===== config.mk =====
export PLATFORM = sky130hd
export DESIGN_NAME = timing_gen_sonyimx
export DESIGN_NICKNAME = d
export VERILOG_FILES = /design/src/rtl/sonyimx_pkg.sv /design/src/rtl/pattern_gen_sonyimx.sv /design/src/rtl/timing_gen_sonyimx.sv
export SDC_FILE = /design/constraint.sdc
export NUM_CORES = 1
export LEC_CHECK = 0
export ABC_CLOCK_PERIOD_IN_PS = 6900
export BUFFER_PORTS_ARGS = -buffer_cell sky130_fd_sc_hd__buf_2
export CAP_MARGIN = 5
export CORE_MARGIN = 2
export CORE_UTILIZATION = 40
export CTS_BUF_LIST = sky130_fd_sc_hd__clkbuf_8 sky130_fd_sc_hd__clkbuf_16
export DETAILED_ROUTE_END_ITERATION = 8
export SLEW_MARGIN = 10
export SYNTH_ARGS = -nofsm -noshare
export SYNTH_HDL_FRONTEND = slang
export SYNTH_SLANG_ARGS = --single-unit

===== constraint.sdc =====
create_clock -name clk -period 6.9 [get_ports clk]
set_input_delay 1.38 -clock clk [delete_from_list [all_inputs] [get_ports clk]]
set_output_delay 1.38 -clock clk [all_outputs]
set_load 0.01 [all_outputs]

===== src/rtl/sonyimx_pkg.sv =====
`default_nettype none
// +--------------------------------------------------------------------+
// | sonyimx_pkg : shared types and constants for the IMX timing gen     |
// | Rev 1.0                                                            |
// +--------------------------------------------------------------------+
package sonyimx_pkg;

  typedef enum logic [2:0] {
    ST_IDLE   = 3'd0,
    ST_LEAD   = 3'd1,
    ST_ACTIVE = 3'd2,
    ST_HBLANK = 3'd3,
    ST_TAIL   = 3'd4,
    ST_VBLANK = 3'd5
  } state_t;

  // Smallest gaps that keep the downstream SAV/EAV windows from overlapping
  localparam int unsigned MIN_LINE_ACTIVE = 9;
  localparam int unsigned MIN_HBLANK      = 8;
  localparam int unsigned MIN_FVAL_LEAD   = 8;
  localparam int unsigned MIN_FVAL_TAIL   = 5;
  localparam int unsigned MIN_VBLANK      = 1;
  localparam int unsigned MIN_FRAME_LINES = 1;

  localparam logic [1:0] PAT_HRAMP = 2'b00;
  localparam logic [1:0] PAT_LINE  = 2'b01;
  localparam logic [1:0] PAT_FRAME = 2'b10;
  localparam logic [1:0] PAT_ZERO  = 2'b11;

endpackage
`default_nettype wire


===== src/rtl/pattern_gen_sonyimx.sv =====
`default_nettype none
// +--------------------------------------------------------------------+
// | pattern_gen_sonyimx : registered test-pattern pixel source          |
// | Rev 1.0                                                            |
// +--------------------------------------------------------------------+
module pattern_gen_sonyimx
  import sonyimx_pkg::*;
#(
  parameter int DATA_WIDTH  = 10,
  parameter int CHANNEL_NUM = 8,
  parameter int CNT_W       = 16
) (
  input  logic                              clk,
  input  logic                              rst_n,
  input  logic                              en,
  input  logic [CNT_W-1:0]                  col,
  input  logic [CNT_W-1:0]                  line,
  input  logic [CNT_W-1:0]                  frame,
  input  logic [1:0]                        sel,
  output logic [DATA_WIDTH*CHANNEL_NUM-1:0] pix_data
);

  logic [DATA_WIDTH*CHANNEL_NUM-1:0] w_pix;

  // Channel 0 sits in the least-significant lane
  for (genvar ch = 0; ch < CHANNEL_NUM; ch++) begin : g_ch
    logic [DATA_WIDTH-1:0] w_ramp;
    assign w_ramp = DATA_WIDTH'(col) * DATA_WIDTH'(CHANNEL_NUM) + DATA_WIDTH'(ch);
    assign w_pix[ch*DATA_WIDTH +: DATA_WIDTH] =
        (sel == PAT_HRAMP) ? w_ramp :
        (sel == PAT_LINE)  ? DATA_WIDTH'(line) :
        (sel == PAT_FRAME) ? DATA_WIDTH'(frame) : '0;
  end : g_ch

  always_ff @(posedge clk or negedge rst_n) begin
    if (!rst_n) begin
      pix_data <= '0;
    end else begin
      pix_data <= en ? w_pix : '0;
    end
  end

endmodule
`default_nettype wire


===== src/rtl/timing_gen_sonyimx.sv =====
`default_nettype none
// +--------------------------------------------------------------------+
// | timing_gen_sonyimx : fval/lval/pixel frame sequencer for IMX model  |
// | Optional pattern source: define TIMING_GEN_PATTERN_EN   Rev 1.0     |
// +--------------------------------------------------------------------+
module timing_gen_sonyimx
  import sonyimx_pkg::*;
#(
  parameter int DATA_WIDTH  = 10,
  parameter int CHANNEL_NUM = 8,
  parameter int CNT_W       = 16
) (
  input  logic                              clk,
  input  logic                              rst_n,
  input  logic                              i_enable,
  input  logic                              i_trigger_mode,
  input  logic                              i_trigger,
  input  logic [CNT_W-1:0]                  iv_line_active,
  input  logic [CNT_W-1:0]                  iv_line_hblank,
  input  logic [CNT_W-1:0]                  iv_frame_lines,
  input  logic [CNT_W-1:0]                  iv_fval_lead,
  input  logic [CNT_W-1:0]                  iv_fval_tail,
  input  logic [CNT_W-1:0]                  iv_vblank,
  input  logic [1:0]                        iv_pattern_sel,
  output logic                              o_fval,
  output logic                              o_lval,
  output logic [DATA_WIDTH*CHANNEL_NUM-1:0] ov_pix_data,
  output logic                              o_frame_done,
  output logic                              o_trig_miss,
  output logic                              o_busy
);

  state_t           r_state, w_next;
  logic [CNT_W-1:0] r_cnt, w_load;
  logic [CNT_W-1:0] r_line, r_col, r_frame;
  logic [CNT_W-1:0] r_sh_active, r_sh_hblank, r_sh_lines, r_sh_tail, r_sh_vblank;
  logic             w_cnt_done, w_lead_entry, w_state_chg;
  logic             r_fval, r_lval, r_fval_d, r_frame_done, r_trig_miss;

  function automatic logic [CNT_W-1:0] clamp_min(input logic [CNT_W-1:0] v, input int unsigned m);
    return (v < CNT_W'(m)) ? CNT_W'(m) : v;
  endfunction

  assign w_cnt_done   = (r_cnt == '0);
  assign w_lead_entry = (w_next == ST_LEAD) && (r_state != ST_LEAD);
  assign w_state_chg  = (w_next != r_state);

  always_comb begin
    w_next = r_state;
    case (r_state)
      ST_IDLE:   if (i_enable && (!i_trigger_mode || i_trigger)) w_next = ST_LEAD;
      ST_LEAD:   if (w_cnt_done) w_next = ST_ACTIVE;
      ST_ACTIVE: if (w_cnt_done) w_next = ST_HBLANK;
      ST_HBLANK: if (w_cnt_done)
                   w_next = (r_line == r_sh_lines - CNT_W'(1)) ? ST_TAIL : ST_ACTIVE;
      ST_TAIL:   if (w_cnt_done) w_next = ST_VBLANK;
      ST_VBLANK: if (w_cnt_done)
                   w_next = (i_enable && !i_trigger_mode) ? ST_LEAD : ST_IDLE;
      default:   w_next = ST_IDLE;
    endcase
  end

  // LEAD is loaded from the live inputs because the shadows latch on that same edge
  always_comb begin
    w_load = CNT_W'(1);
    case (w_next)
      ST_LEAD:   w_load = clamp_min(iv_fval_lead, MIN_FVAL_LEAD);
      ST_ACTIVE: w_load = r_sh_active;
      ST_HBLANK: w_load = r_sh_hblank;
      ST_TAIL:   w_load = r_sh_tail;
      ST_VBLANK: w_load = r_sh_vblank;
      default:   w_load = CNT_W'(1);
    endcase
  end

  always_ff @(posedge clk or negedge rst_n) begin
    if (!rst_n) begin
      r_state     <= ST_IDLE;
      r_cnt       <= '0;
      r_line      <= '0;
      r_col       <= '0;
      r_frame     <= '0;
      r_sh_active <= '0;
      r_sh_hblank <= '0;
      r_sh_lines  <= '0;
      r_sh_tail   <= '0;
      r_sh_vblank <= '0;
    end else begin
      r_state <= w_next;
      if (w_state_chg)      r_cnt <= w_load - CNT_W'(1);
      else if (!w_cnt_done) r_cnt <= r_cnt - CNT_W'(1);

      if (w_lead_entry) begin
        r_sh_active <= clamp_min(iv_line_active, MIN_LINE_ACTIVE);
        r_sh_hblank <= clamp_min(iv_line_hblank, MIN_HBLANK);
        r_sh_lines  <= clamp_min(iv_frame_lines, MIN_FRAME_LINES);
        r_sh_tail   <= clamp_min(iv_fval_tail, MIN_FVAL_TAIL);
        r_sh_vblank <= clamp_min(iv_vblank, MIN_VBLANK);
      end

      if (w_lead_entry)                                    r_line <= '0;
      else if (r_state == ST_HBLANK && w_next == ST_ACTIVE) r_line <= r_line + CNT_W'(1);

      if (r_state != ST_ACTIVE && w_next == ST_ACTIVE) r_col <= '0;
      else if (r_state == ST_ACTIVE)                   r_col <= r_col + CNT_W'(1);

      if (r_state == ST_TAIL && w_next == ST_VBLANK) r_frame <= r_frame + CNT_W'(1);
    end
  end

  always_ff @(posedge clk or negedge rst_n) begin
    if (!rst_n) begin
      r_fval       <= 1'b0;
      r_lval       <= 1'b0;
      r_fval_d     <= 1'b0;
      r_frame_done <= 1'b0;
      r_trig_miss  <= 1'b0;
    end else begin
      r_fval       <= (r_state != ST_IDLE) && (r_state != ST_VBLANK);
      r_lval       <= (r_state == ST_ACTIVE);
      r_fval_d     <= r_fval;
      r_frame_done <= r_fval_d & ~r_fval;
      r_trig_miss  <= i_trigger_mode & i_trigger & (r_state != ST_IDLE);
    end
  end

  assign o_fval       = r_fval;
  assign o_lval       = r_lval;
  assign o_frame_done = r_frame_done;
  assign o_trig_miss  = r_trig_miss;
  assign o_busy       = (r_state != ST_IDLE);

`ifdef TIMING_GEN_PATTERN_EN
  logic [1:0] r_sh_sel;
  logic       w_pix_en;

  assign w_pix_en = (r_state == ST_ACTIVE);

  always_ff @(posedge clk or negedge rst_n) begin
    if (!rst_n)            r_sh_sel <= '0;
    else if (w_lead_entry) r_sh_sel <= iv_pattern_sel;
  end

  pattern_gen_sonyimx #(
    .DATA_WIDTH  (DATA_WIDTH),
    .CHANNEL_NUM (CHANNEL_NUM),
    .CNT_W       (CNT_W)
  ) u_pattern (
    .clk      (clk),
    .rst_n    (rst_n),
    .en       (w_pix_en),
    .col      (r_col),
    .line     (r_line),
    .frame    (r_frame),
    .sel      (r_sh_sel),
    .pix_data (ov_pix_data)
  );
`else
  logic w_unused_pattern;
  assign w_unused_pattern = ^{iv_pattern_sel, r_col, r_frame};
  assign ov_pix_data      = '0;
`endif

endmodule
`default_nettype wire

==> metrics, run 1 <==
outcome=complete, no violations; Post-Syn Area=7440 sq um; initial antenna violation count=0; critical path's slowest cell=o211ai_1; Place WS=1.35 ns; Final setup viols=0; row count=49; synth warn=0; DIE AREA=19700 sq um; Starting Density=41.1%; clock transition at the registers of the reported paths=0.05 ns; CTS root buf=clkbuf_16; CP max FO=11; Unique masters post-synth=75; post-route cell area=8380 sq um; Final GP Congestion=0.979; CTS tree=yes; commonest cells after routing, fill and taps aside=nand2_1 (288), dfrtp_1 (120), buf_2 (104); global-route wire length before repair=33200 um; hold path depth=0; Crit path depth=12; CP Data Arrival Time=5.51 ns; Tcrit/Tclk final=75.6%; Syn Area/Cell=8.16 sq um; Setup Fix Bufs, Post-CTS=0; Crit Path Class=in2reg; post-cts resize count=0; Core ar.=18100 sq um; total CTS buffers=17; max-slew violations=0; Ports=188; leak pwr=4.12 nW; crit path time final=5.22 ns; fraction of layout cells with a size suffix above 1=15.8%; Antenna Diode Count=0; GR Util All Layers=21.7%; Clock Latency Late Sink=0.42 ns; DR vias/cell=5.29; CP required=7.20 ns; top_reg_cell synth=dfrtp_1; Final Net Count=1105; maximum clock path buffer count=2; # DRC=0; clk_skew=0.00804 ns; slew at the pin closest to its max-slew limit=1.15 ns; EDFF count, synth=0; Iteration-0 DRC Markers=511; die height=140 um; commonest non-fill, non-tap cell in the layout=nand2_1; delay of the slowest cell on the worst path=0.80 ns; Worst Reg-to-Reg Cells=11; Synth Instances=911; post-cts hold buffer count=0; Synth Register Bits=120; Final Hold Fails=0; worst IR drop on VDD=0.000195 V; Crit path buffers/inverters=1; IO Port Bufs=105; Hold/Removal Path Class=reg2reg; CP top delay family=compound AO/OA/AOI/OAI gates; post-synthesis sequential area ratio=40.4%; PD cells=389 nW/um^2; final worst setup slack=1.68 ns; CTS H-tree lvls=4; max frequency=192 MHz; max-cap check violation count=0; DP Area=7840 sq um; CP Launch Type=input pin; wire length per cell=16.9 um; Slew Limit Headroom=22.8%; Die X=140 um; Routed Antenna Nets=0; tightest hold margin=0.405 ns; CP Cell Sequence=buf_2, nor3b_1, a22oi_1, a21oi_1, o211ai_1, nor2_1, a221o_1, a221oi_2, or4b_1, or4_4, nor3_2, mux2_1; area delta synth->final=12.7%; final setup TNS=0 ns; dpl hpwl=15800 um; detailed-route via count=6559; clock tree sinks=120; vias in the first global route=6215; total gr overflow=0; total wire length=21000 um; RSZ-0062 raised after global routing=false; Synth async-reset ratio=100%; crit path capture type=flip-flop; pin count of the biggest net entering global routing=98; drt first pass iters=5
==> logic make-up (layout without fill, tap and decap cells) <==
kind of cell               after synthesis  count (layout)  share of synthesized area, %
adders and majority gates                3               3                         0.505
other                                    1              80                        0.0504
xor gates and xnor gates                37              37                          4.54
DFF                                    120             120                          40.4
AOI/OAI and AO/OA                      129             129                          12.7
and+or+nand+nor                        467             467                          28.1
muxes                                   19              19                          2.74
buffers and inverters                  135             157                          11.0
==> layout make-up <==
class / count / area, sq um
fillers: 1859 / 9710
multi-input cells: 735 / 3930
flip-flops and latches: 120 / 3000
repair buffers: 111 / 573
clock buffers: 19 / 453
well taps: 229 / 287
clock inverters: 13 / 83.8
inverters: 14 / 52.6
==> flip-flops by register name, summed over array words and instances (netlist names) <==
| signal | count |
|---|---|
| r_sh_active | 16 |
| o_frame_done | 1 |
| r_sh_tail | 16 |
| r_cnt | 16 |
| r_line | 16 |
| r_fval_d | 1 |
| o_lval | 1 |
| r_sh_lines | 16 |
| r_sh_hblank | 16 |
| r_sh_vblank | 16 |
| o_fval | 1 |
| o_trig_miss | 1 |
| r_state | 3 |
==> cell usage after synthesis, types with 4 or more instances <==
cell      count  share of area [%]
and2_1        4               0.34
o21ai_0      27                1.8
clkbuf_1     34                1.7
buf_1         5               0.25
a21o_1        4               0.40
nor4_1       26                2.2
o211ai_1      4               0.40
mux2i_1       8                1.1
a221o_1       8                1.1
nor3_1       17                1.1
nor2_1       53                2.7
nand3_1      21                1.4
mux2_2        8                1.2
buf_4        80                8.1
xor2_1       20                2.4
or4_1         7               0.71
a22oi_1      16                1.6
inv_1        13               0.66
o22ai_1       6               0.50
nor2b_1       5               0.42
dfrtp_1     120                 40
a31oi_1       7               0.59
a222oi_1      4               0.54
a22o_1        7               0.82
nand4_1      12                1.0
and4_1        4               0.47
and3_1        5               0.42
nand2_1     288                 15
xnor2_1      16                1.9
a21oi_1      10               0.67
==> final timing paths <==
check	start	to	slack, ns
setup / recovery	i_enable	r_cnt[15]	1.68
hold / removal	o_fval	r_fval_d	0.41
setup reg to reg	r_state[0]	r_cnt[15]	1.89
hold reg to reg	o_fval	r_fval_d	0.41
max in group asynchronous	rst_n	r_sh_vblank[2]	4.61
min in group asynchronous	rst_n	r_sh_hblank[8]	1.10
==> power by group <==
part           total (mW)  internal, mW  switching (mW)
combinational        1.15         0.471           0.677
clock               0.803         0.473           0.330
sequential           1.31         0.998           0.307
==> metrics by stage <==
stage          cells  total power, mW  util (%)
2_1_floorplan    990             2.09         -
3_3_place_gp    1209             2.41      43.4
3_5_place_dp    1209             2.44      43.4
4_1_cts         1241             3.26      46.3
5_1_grt         1241             3.50      46.3
6_report        1241             3.26      46.3
==> routing by layer <==
metal	vias to the layer above	GRT usage, %	share of wire (%)
met4	0	5.53	1.6
li1	3169	-	-
met5	-	0	0
met3	19	4.68	6.7
met1	3124	30.6	46
met2	247	34.1	45
Power figures use the tool's default switching activity.
==> run 2: changes to the inputs <==
--- a/config.mk
+++ b/config.mk
@@ -5,7 +5,7 @@
 export SDC_FILE = /design/constraint.sdc
 export NUM_CORES = 1
 export LEC_CHECK = 0
-export ABC_CLOCK_PERIOD_IN_PS = 6900
+export ABC_CLOCK_PERIOD_IN_PS = 4900
 export BUFFER_PORTS_ARGS = -buffer_cell sky130_fd_sc_hd__buf_2
 export CAP_MARGIN = 5
 export CORE_MARGIN = 2
==> constraint.sdc (replaced) <==
create_clock -name clk -period 4.9 [get_ports clk]
set_input_delay 0.98 -clock clk [delete_from_list [all_inputs] [get_ports clk]]
set_output_delay 0.98 -clock clk [all_outputs]
set_load 0.01 [all_outputs]
==> metrics, run 2 (synthesis gave the netlist of run 1 again) <==
Die X=140 um (unchanged); CP Launch Type=input pin; crit path capture type=flip-flop; GR Util All Layers=21.8% (+0.14 points); Final Hold Fails=0 (unchanged); R2R Path End=r_cnt[15]; Ports=188 (unchanged); IO Port Bufs=105 (unchanged); global-route wire length before repair=33600 um (+1.0%); Clock Latency Late Sink=0.42 ns (about the same); max-slew violations=0 (unchanged); detailed-route via count=6614 (+0.84%); row count=49 (unchanged); tightest hold margin=0.397 ns (-0.00774 ns); PD cells=566 nW/um^2 (+46%); Iteration-0 DRC Markers=553 (+8.2%); final setup TNS=0 ns (unchanged); CP Cell Sequence=buf_2, nor3b_1, a22oi_1, a21oi_4, nor2_1, buf_4, mux2i_1, o221ai_1, a211o_1, or4b_1, or4_4, nor3_2, mux2_1; non-filler cells in the finished layout=1266 (+2.0%); area delta synth->final=16.7%; CTS root buf=clkbuf_16; hold path depth=0 (unchanged); worst IR drop on VDD=0.000269 V (+38%); Tcrit/Tclk final=93.0%; leak pwr=4.28 nW (+3.9%); Worst Reg-to-Reg Cells=11 (unchanged); crit path time final=4.56 ns; drt first pass iters=5 (unchanged); initial antenna violation count=0 (unchanged); total CTS buffers=17 (unchanged); max-cap check violation count=0 (unchanged); Crit Path Class=in2reg; reg2reg setup slack=0.34 ns (-1.55 ns); Critical R2R Launch=r_sh_lines[2]; CTS tree=yes; post-cts hold buffer count=0 (unchanged); commonest non-fill, non-tap cell in the layout=nand2_1; Cells after DPL=1232 (+1.9%); Hold Crit Endpoint=r_fval_d; clock tree sinks=120 (unchanged); RSZ-0062 raised after global routing=false; CP max FO=7 (-4); CTS H-tree lvls=4 (unchanged); die height=140 um (unchanged); clock transition at the registers of the reported paths=0.06 ns (about the same); # DRC=0 (unchanged); DIE AREA=19700 sq um (unchanged); CP Data Arrival Time=4.85 ns (-0.66 ns); Final setup viols=0 (unchanged); slew at the pin closest to its max-slew limit=0.983 ns (-0.170 ns); Starting Density=41.1% (unchanged); fraction of layout cells with a size suffix above 1=18.2% (+2.4 points); pin count of the biggest net entering global routing=97 (-1.0%); Final GP Congestion=0.909 (-7.2%); vias in the first global route=6276 (+0.98%); wire length per cell=16.8 um (-0.82%); Final Net Count=1130 (+2.3%); DR vias/cell=5.22 (-1.2%); hold path start=o_fval; outcome=complete, no violations; total gr overflow=0 (unchanged); Antenna Diode Count=0 (unchanged); Slew Limit Headroom=34.5% (+12 points); clk_skew=0.0132 ns (+0.00515 ns); critical path's slowest cell=a22oi_1; CP required=5.19 ns (-2.01 ns); max frequency=219 MHz; total wire length=21200 um (+1.2%); Routed Antenna Nets=0 (unchanged); Core ar.=18100 sq um (unchanged); maximum clock path buffer count=2 (unchanged); dpl hpwl=16100 um (+1.8%); delay of the slowest cell on the worst path=0.60 ns (-0.20 ns); commonest cells after routing, fill and taps aside=nand2_1 (288), dfrtp_1 (120), buf_2 (104); Hold/Removal Path Class=reg2reg
==> run 2: cell count changes in the layout (fill, tap and decap cells not counted), moves of 2 or more <==
cell and delta:
bufinv_16 +4, buf_4 +25, clkinv_2 -2, inv_1 -3
==> run 2: routing by layer <==
layer / routed length (um) / GRT usage, % / up-vias
li1: - / - / 3212
met1: 9760 / 31.1 / 3139
met2: 9700 / 34.2 / 238
met3: 1320 / 3.28 / 25
met4: 463 / 7.23 / 0
met5: 0 / 0 / -
==> run 2: worst max-delay path, delay by kind of cell <==
| kind | cells | cell delay, ns |
|---|---|---|
| mux | 2 | 0.77 |
| simple gates | 5 | 1.64 |
| compound gates | 4 | 1.16 |
| buf+inv | 2 | 0.30 |
==> run 2: area by class of cell <==
| type | count | area, sq um |
|---|---|---|
| Clock inverter | 13 | 193 |
| Tap cell | 229 | 287 |
| Inverter | 14 | 52.6 |
| Clock buffer | 19 | 453 |
| Fill cell | 1826 | 9400 |
| Sequential cell | 120 | 3000 |
| Timing Repair Buffer | 136 | 761 |
| Multi-Input combinational cell | 735 | 3930 |
==> run 2: what timing repair did <==
action | in CTS | in global routing
hold endpoints to repair | 0 | 0
gates resized for setup | 0 | 1
setup endpoints to repair | 0 | 3
setup buffers | 0 | 2
==> run 2: per-stage QoR <==
step | cell area, sq um | setup WS [ns] | util (%) | power (mW)
CTS | 8660 | 0.257 | 47.9 | 4.92
global route | 8680 | 0.0189 | 48.0 | 5.26
finish | 8680 | 0.341 | 48.0 | 4.91
detailed placement | 8020 | 0.00964 | 44.3 | 3.53
global placement | 8020 | 0.0741 | 44.3 | 3.50
floorplan | 7730 | 0.360 | - | 2.95
==> run 2: worst max path at each step <==
stage / slack (ns) / endpoint / start / cells past startpoint
finish: 0.34 / r_cnt[15] / i_enable / 13
global route: 0.02 / r_cnt[9] / r_sh_lines[2] / 12
CTS: 0.26 / r_cnt[15] / r_cnt[9] / 13
detailed placement: 0.01 / r_cnt[15] / i_enable / 13
global placement: 0.07 / r_cnt[15] / i_enable / 13
floorplan: 0.36 / r_cnt[15] / i_enable / 11
==> run 2: power breakdown <==
part	internal, mW	switching, mW	total (mW)	leakage [nW]
combinational	0.735	0.993	1.73	2.47
sequential	1.41	0.411	1.82	1.50
clock	0.883	0.484	1.37	0.310
total	3.02	1.89	4.91	4.28
